### src/rtl/fetch_stage.sv
// Instruction fetch stage: PC register, IF/ID pipeline register and a one-entry
// hold buffer that parks a fetched word while the hazard unit stalls decode.
module fetch_stage #(
    parameter logic [31:0] PC_INIT = 32'h00000000
) (
    input  logic        CLK,
    input  logic        RST,
    input  logic        ihit,
    input  logic [31:0] iload,
    input  logic        stall,
    input  logic        redirect,
    input  logic [31:0] redirect_pc,
    input  logic        halt,
    output logic        iREN,
    output logic [31:0] iaddr,
    output logic [31:0] instr_out,
    output logic [31:0] pc4_out,
    output logic        valid_out,
    output logic        halted
);

    typedef enum logic [1:0] {
        FETCH = 2'd0,
        HOLD  = 2'd1,
        HALT  = 2'd2
    } state_e;

    state_e      state_q, state_d;
    logic [31:0] pc_q, pc_d;
    logic [31:0] instr_q, instr_d;
    logic [31:0] pc4_q, pc4_d;
    logic        valid_q, valid_d;
    logic [31:0] holdInstr_q, holdInstr_d;
    logic [31:0] holdPc4_q, holdPc4_d;
    logic        halted_q, halted_d;

    logic [31:0] pcPlus4;
    logic [31:0] redirectAligned;

    assign pcPlus4         = pc_q + 32'd4;
    assign redirectAligned = redirect_pc & 32'hFFFF_FFFC;

    assign iREN      = (state_q == FETCH) && !RST;
    assign iaddr     = pc_q;
    assign instr_out = instr_q;
    assign pc4_out   = pc4_q;
    assign valid_out = valid_q;
    assign halted    = halted_q;

    // Priority chain: redirect beats halt, which beats the normal stall/ihit handling.
    always_comb begin
        state_d     = state_q;
        pc_d        = pc_q;
        instr_d     = instr_q;
        pc4_d       = pc4_q;
        valid_d     = valid_q;
        holdInstr_d = holdInstr_q;
        holdPc4_d   = holdPc4_q;
        halted_d    = halted_q;

        if (state_q == HALT) begin
            state_d = HALT;
        end else if (redirect) begin
            pc_d        = redirectAligned;
            instr_d     = 32'h0;
            pc4_d       = 32'h0;
            valid_d     = 1'b0;
            holdInstr_d = 32'h0;
            holdPc4_d   = 32'h0;
            state_d     = FETCH;
        end else if (halt) begin
            instr_d  = 32'h0;
            pc4_d    = 32'h0;
            valid_d  = 1'b0;
            halted_d = 1'b1;
            state_d  = HALT;
        end else if (state_q == FETCH) begin
            if (ihit && !stall) begin
                instr_d = iload;
                pc4_d   = pcPlus4;
                valid_d = 1'b1;
                pc_d    = pcPlus4;
            end else if (ihit && stall) begin
                // Word already arrived; park it so it is neither lost nor refetched.
                holdInstr_d = iload;
                holdPc4_d   = pcPlus4;
                pc_d        = pcPlus4;
                state_d     = HOLD;
            end else if (!stall) begin
                instr_d = 32'h0;
                pc4_d   = 32'h0;
                valid_d = 1'b0;
            end
        end else begin
            if (!stall) begin
                instr_d = holdInstr_q;
                pc4_d   = holdPc4_q;
                valid_d = 1'b1;
                state_d = FETCH;
            end
        end
    end

    always_ff @(posedge CLK) begin
        if (RST) begin
            state_q     <= FETCH;
            pc_q        <= PC_INIT;
            instr_q     <= 32'h0;
            pc4_q       <= 32'h0;
            valid_q     <= 1'b0;
            holdInstr_q <= 32'h0;
            holdPc4_q   <= 32'h0;
            halted_q    <= 1'b0;
        end else begin
            state_q     <= state_d;
            pc_q        <= pc_d;
            instr_q     <= instr_d;
            pc4_q       <= pc4_d;
            valid_q     <= valid_d;
            holdInstr_q <= holdInstr_d;
            holdPc4_q   <= holdPc4_d;
            halted_q    <= halted_d;
        end
    end

endmodule

### config.mk
export PLATFORM = sky130hd
export DESIGN_NAME = fetch_stage
export DESIGN_NICKNAME = d
export VERILOG_FILES = /design/src/rtl/fetch_stage.sv
export SDC_FILE = /design/constraint.sdc
export NUM_CORES = 1
export LEC_CHECK = 0
export CAP_MARGIN = 0
export CORE_MARGIN = 4
export CORE_UTILIZATION = 30
export CTS_CLUSTER_SIZE = 10
export DETAILED_ROUTE_END_ITERATION = 10
export PLACE_DENSITY_LB_ADDON = 0.3
export SYNTH_ARGS = -nofsm -noshare
export SYNTH_HDL_FRONTEND = slang
export SYNTH_SLANG_ARGS = --single-unit
### constraint.sdc
create_clock -name CLK -period 4.1 [get_ports CLK]
set_input_delay 1.025 -clock CLK [delete_from_list [all_inputs] [get_ports CLK]]
set_output_delay 1.025 -clock CLK [all_outputs]
set_load 0.1 [all_outputs]
==> impl_metrics.tcl, run 1 <==
set metrics [dict create \
    fp-row-count 57 \
    r2r_setup_slack_ps 1280 \
    synth_seq_cells 160 \
    dieArea_sq_um 27100 \
    grt_pass1_wl_mm 38.1 \
    finClkSkew_ps 11.5 \
    ys_types 58 \
    worst_pin_slew_ps 1110 \
    drive_gt1_share_pct 6.81 \
    maxSlewHeadroom_pct 25.9 \
    cts_root_buf "clkbuf_16" \
    synth_cells 906 \
    setup.worst_path.start "iaddr[19]$_SDFFE_PP0N_" \
    rr_endpoint "iaddr[18]$_SDFFE_PP0N_" \
    cp_cell_sequence "clkdlybuf4s50_1" \
    drv_cap 0 \
    rr_worst_depth 6 \
    crit_end "iaddr[19]" \
    status "finished clean" \
    synth_area_leaders "dfxtp_1 (44%), nand2_1 (5.8%), a22oi_1 (4.9%)" \
    cp-start-kind "flop" \
    drtIter0Drc 614 \
    drv_slew 0 \
    io_pins 169 \
    yosys.area.top_type "dfxtp_1" \
    viasPerCell 5.31 \
    wl_per_cell_um 18.2 \
    cts.sink_count 160 \
    finalNetCount 1101 \
    async_reset_ff_share_pct 0 \
    min_path_type "reg -> reg" \
    place.gp.congestion 0.800 \
    num_vias 7264 \
    cp_max_fo 12 \
    cts_made_buffers 17 \
    critPathMaxStageDelay_ps 1230 \
    worstPathBufferInverterCount 1 \
    area_growth_pct 33.7 \
    routed_wl_mm 24.8 \
    antenna_found_initial 0 \
    synthFlopType "dfxtp_1" \
    drc 0 \
    timing.hold.ws_ps 449 \
    finalSetupViolCount 0 \
    max_freq_mhz 309 \
    cts-resized-gates 0 \
    io_buffers 164 \
    insertion_delay_ps 420 \
    rsz0062_at_grt "no" \
    cts-htree-levels 4 \
    power_density_nw_per_um2 391 \
    grt_pass1_vias 6731 \
    min_period_over_period_pct 79.0 \
    dr.pass1.iters 5 \
    syn_avg_cell_area_sq_um 8.12 \
    path_delay_family "buffers and inverters" \
    syn_area_sq_um 7350 \
    ys_seq_area_share_pct 43.6 \
    synth.most_common_cell "dfxtp_1" \
    grt_max_degree 79 \
    cp_data_arrival_time_ps 2210 \
    synth_top_area_share_pct 43.6 \
    synth_edf_count 0 \
    start_util_pct 30.3 \
    clockBufferDepth 2 \
    grt_overflow_total 0 \
    total_leakage_power_uw 0.00336 \
    hold_violations 0 \
    synth_common_cells "dfxtp_1 (160), nand2_1 (114), nor2_1 (90), nand3_1 (67), a21oi_1 (66)" \
    crit_type "reg -> out" \
    postCtsHoldBufs 0 \
    grt_usage_pct 17.8 \
    cts_setup_buffers 0 \
    tritoncts "yes" \
    clk_pin_slew_worst_paths_ps 70 \
    yosys_warnings 0 \
    drtAntennaViolNets 0 \
    die_y_um 165 \
    critPathRequiredTime_ps 3070 \
    vdd_drop_max_uv 245 \
    dieWidth_um 165 \
    rr_startpoint "iaddr[2]$_SDFFE_PP0N_" \
    core_sq_um 24200 \
    cp.depth 1 \
    antenna_cells 0 \
    slowest_stage "clkdlybuf4s50_1" \
    dp_hpwl_mm 16.6 \
    fin_tns_setup_ps 0 \
    endpoint_kind "output pin" \
    fin_crit_ps 3240 \
    min_from "holdInstr_q[21]$_SDFFE_PP0P_" \
]
[registers in the layout, summed over array words and instances (netlist names)]
register,cells
instr_out,32
halted,1
iaddr,30
holdPc4_q,31
valid_out,1
state_q,2
pc4_out,31
holdInstr_q,32
[routing by layer]
metal	global-route usage, %	up-vias	part of all wire (%)
li1	-	3505	-
met1	25.2	3483	47
met2	27.5	241	46
met3	2.82	35	4.8
met4	5.90	0	2.3
met5	0	-	0
[tightest hold or removal path, stage by stage (launching register included)]
cell	delay [ps]
dfxtp_1	310
nand2_1	50
a21oi_1	50
[stage by stage]
| stage | power, uW | util [%] | worst slack [ps] | std cells | instance area [sq um] |
|---|---|---|---|---|---|
| final | 3840 | 40.5 | 862 | 1367 | 9830 |
| after global routing | 3990 | 40.5 | 780 | 1367 | 9830 |
| after CTS | 3880 | 40.5 | 846 | 1367 | 9830 |
| after detailed placement | 2330 | 38.2 | 794 | 1335 | 9260 |
| after global placement | 2330 | 38.2 | 828 | 1335 | 9260 |
| after floorplan | 2100 | - | 768 | 907 | 7360 |
[power breakdown]
part	internal, uW	switching (uW)
clock network	861	685
registers	1600	54.5
logic	198	446
total	2660	1190
[cell families (layout without fill, tap and decap cells)]
logic type	after synthesis	after routing	synth area share, %
AOI/OAI and AO/OA	278	278	25.2
xor gates and xnor gates	28	28	3.33
adders and majority gates	1	1	0.170
buffers and inverters	90	226	5.24
DFF	160	160	43.6
muxes	3	3	0.408
other	1	2	0.0510
and+or+nand+nor	345	345	22.0
[how the worst min path moves through the flow]
stage	endpoint	slack, ps	cells past startpoint
after floorplan	holdPc4_q[12]$_SDFFE_PP0P_	420	2
after global placement	holdPc4_q[13]$_SDFFE_PP0P_	430	2
after detailed placement	holdPc4_q[25]$_SDFFE_PP0P_	440	2
after CTS	holdInstr_q[24]$_SDFFE_PP0P_	450	2
after global routing	holdInstr_q[30]$_SDFFE_PP0P_	470	2
final	holdInstr_q[21]$_SDFFE_PP0P_	450	2
[layout by cell type (no fill, tap or decap), types with 5 or more instances in the layout]
cell	instances
dfxtp_1	160
nand3_1	67
o21ai_0	47
nand2_1	114
nand4_1	14
xnor2_1	12
a31oi_1	11
and3_1	8
clkdlybuf4s50_1	161
o22ai_1	16
clkbuf_16	17
a21oi_1	66
a21o_1	6
nor2b_1	5
a21boi_0	10
a22o_1	37
buf_4	22
a22oi_1	48
inv_1	7
nand2b_1	6
nor3_1	11
nor2_1	90
a32o_1	7
xor2_1	16
[area by class of cell]
class,count,area (sq um)
clock buffer,18,439
tap,324,405
multi-input combinational,657,3800
inverter,8,30.0
timing repair buffer,186,1820
clock inverter,14,130
fill,2483,14400
sequential,160,3200
Power figures use the tool's default switching activity.
==> run 2, diff against run 1 <==
Clock period 4.1 ns to 2.9 ns, I/O delays scaled along.
==> run 2 against run 1 <==
Against the previous run:
- count of clock-buffer cells in the layout is 3 higher
- combinational power is 43% higher
- critical path depth is 2 higher
- clock skew is 1.1 ps lower
- register-to-register slack worse by 610 ps
- cell count is 1.1% higher
- global-route usage is 0.054 points higher
- die area stayed put
- utilization stayed put
- largest cell class unchanged
- largest power group is now clock
==> impl_metrics.tcl, run 2 (synthesis results as in run 1) <==
set metrics [dict create \
    status "finished clean" \
    worst_pin_slew_ps 944 \
    dieWidth_um 165 \
    cp-start-kind "flop" \
    hold_end "holdInstr_q[31]$_SDFFE_PP0P_" \
    finClkSkew_ps 10.3 \
    hold_violations 0 \
    place_ws_ps 121 \
    vdd_drop_max_uv 380 \
    total_leakage_power_uw 0.00368 \
    fin_tns_setup_ps 0 \
    grt_pass1_vias 6592 \
    min_path_type "reg -> reg" \
    mostFrequentLayoutCell "dfxtp_1" \
    dp_hpwl_mm 17.0 \
    grt_usage_pct 17.8 \
    cp_cell_sequence "or2_2, nor2_1, buf_12" \
    core_sq_um 24200 \
    drv_cap 0 \
    finalSetupViolCount 0 \
    fp-row-count 57 \
    grt_max_degree 88 \
    cts_root_buf "clkbuf_16" \
    clockBufferDepth 2 \
    area_growth_pct 33.7 \
    rsz0062_at_grt "no" \
    layout_setup_ws_ps 414 \
    die_y_um 165 \
    antenna_found_initial 0 \
    place.gp.congestion 0.852 \
    routed_wl_mm 24.8 \
    min_period_over_period_pct 85.7 \
    dr.pass1.iters 5 \
    clk_pin_slew_worst_paths_ps 60 \
    endpoint_kind "output pin" \
    viasPerCell 5.24 \
    drtIter0Drc 613 \
    cts.sink_count 160 \
    drtAntennaViolNets 0 \
    path_delay_family "simple AND/OR/NAND/NOR gates" \
    start_util_pct 30.3 \
    grt_overflow_total 0 \
    cp_data_arrival_time_ps 1760 \
    critPathRequiredTime_ps 2170 \
    r2r_setup_slack_ps 670 \
    maxSlewHeadroom_pct 37.1 \
    wl_per_cell_um 17.9 \
    crit_type "reg -> out" \
    slowest_stage "dfxtp_1" \
    cts-resized-gates 0 \
    critPathMaxStageDelay_ps 480 \
    worstPathBufferInverterCount 1 \
    cts-htree-levels 4 \
    io_pins 169 \
    power_density_nw_per_um2 580 \
    max_freq_mhz 402 \
    cp.depth 3 \
    postCtsHoldBufs 0 \
    rr_endpoint "pc4_out[23]$_SDFFE_PP0P_" \
    antenna_cells 0 \
    min_from "holdInstr_q[31]$_SDFFE_PP0P_" \
    final_cell_mix "dfxtp_1 (160), buf_4 (129), nand2_1 (114)" \
    dieArea_sq_um 27100 \
    holdPathStages 2 \
    cts_setup_buffers 0 \
    num_vias 7243 \
    rr_worst_depth 5 \
    drv_slew 0 \
    drc 0 \
    insertion_delay_ps 420 \
    tritoncts "yes" \
    cts_made_buffers 17 \
    finalNetCount 1116 \
    fin_crit_ps 2490 \
    io_buffers 164 \
    rr_startpoint "iaddr[10]$_SDFFE_PP0N_" \
    cp_max_fo 14 \
    grt_pass1_wl_mm 38.1 \
    drive_gt1_share_pct 17.1 \
]
## run 2: cell count changes in the layout (fill, tap and decap cells not counted), sizes merged
cell           previous run  this run
buf                      25       136
bufinv                    1         4
clkbuf                   18        21
clkdlybuf4s50           161        65
clkinvlp                  4         1
inv                      12         9
## run 2: per-layer routing
| layer | share of wire, % | GRT usage [%] | vias up |
|---|---|---|---|
| met4 | 1.6 | 4.46 | 0 |
| met3 | 4.4 | 2.72 | 21 |
| li1 | - | - | 3557 |
| met1 | 47 | 26.0 | 3474 |
| met5 | 0 | 0 | - |
| met2 | 47 | 27.5 | 191 |
## run 2: worst max path at each step
stage	to	slack, ps	start
finish	iREN	410	state_q[0]$_SDFFE_PP0P_
CTS	iREN	420	state_q[0]$_SDFFE_PP0P_
global route	pc4_out[16]$_SDFFE_PP0P_	350	stall
floorplan	iREN	120	state_q[1]$_SDFFE_PP0P_
global placement	pc4_out[16]$_SDFFE_PP0P_	120	stall
detailed placement	pc4_out[11]$_SDFFE_PP0P_	120	stall
## run 2: through the flow
stage	power [uW]	utilization (%)	hold slack [ps]	instance area, sq um	std cells
after global placement	3300	37.9	435	9180	1350
after detailed placement	3310	37.9	443	9180	1350
after CTS	5750	40.5	452	9830	1382
after global routing	5910	40.5	469	9830	1382
after floorplan	2970	-	425	7360	907
final	5700	40.5	449	9830	1382
## run 2: final cells by class
cell class / count / area (sq um)
fill: 2512 / 14400
multi-input combinational: 657 / 3800
sequential: 160 / 3200
timing repair buffer: 201 / 1740
clock buffer: 21 / 470
tap: 324 / 405
clock inverter: 11 / 176
inverter: 8 / 30.0
## run 2: where the power goes
part           switching, uW  internal, uW  leakage, uW
registers               77.1          2260      0.00130
logic                    634           289      0.00207
clock network            924          1520     0.000314
total                   1640          4070      0.00368
## run 2: tightest hold or removal path: cells and delay by family (launching register included)
kind	cells	cell delay, ps
flops	1	310
simple gates	1	50
compound gates	1	50
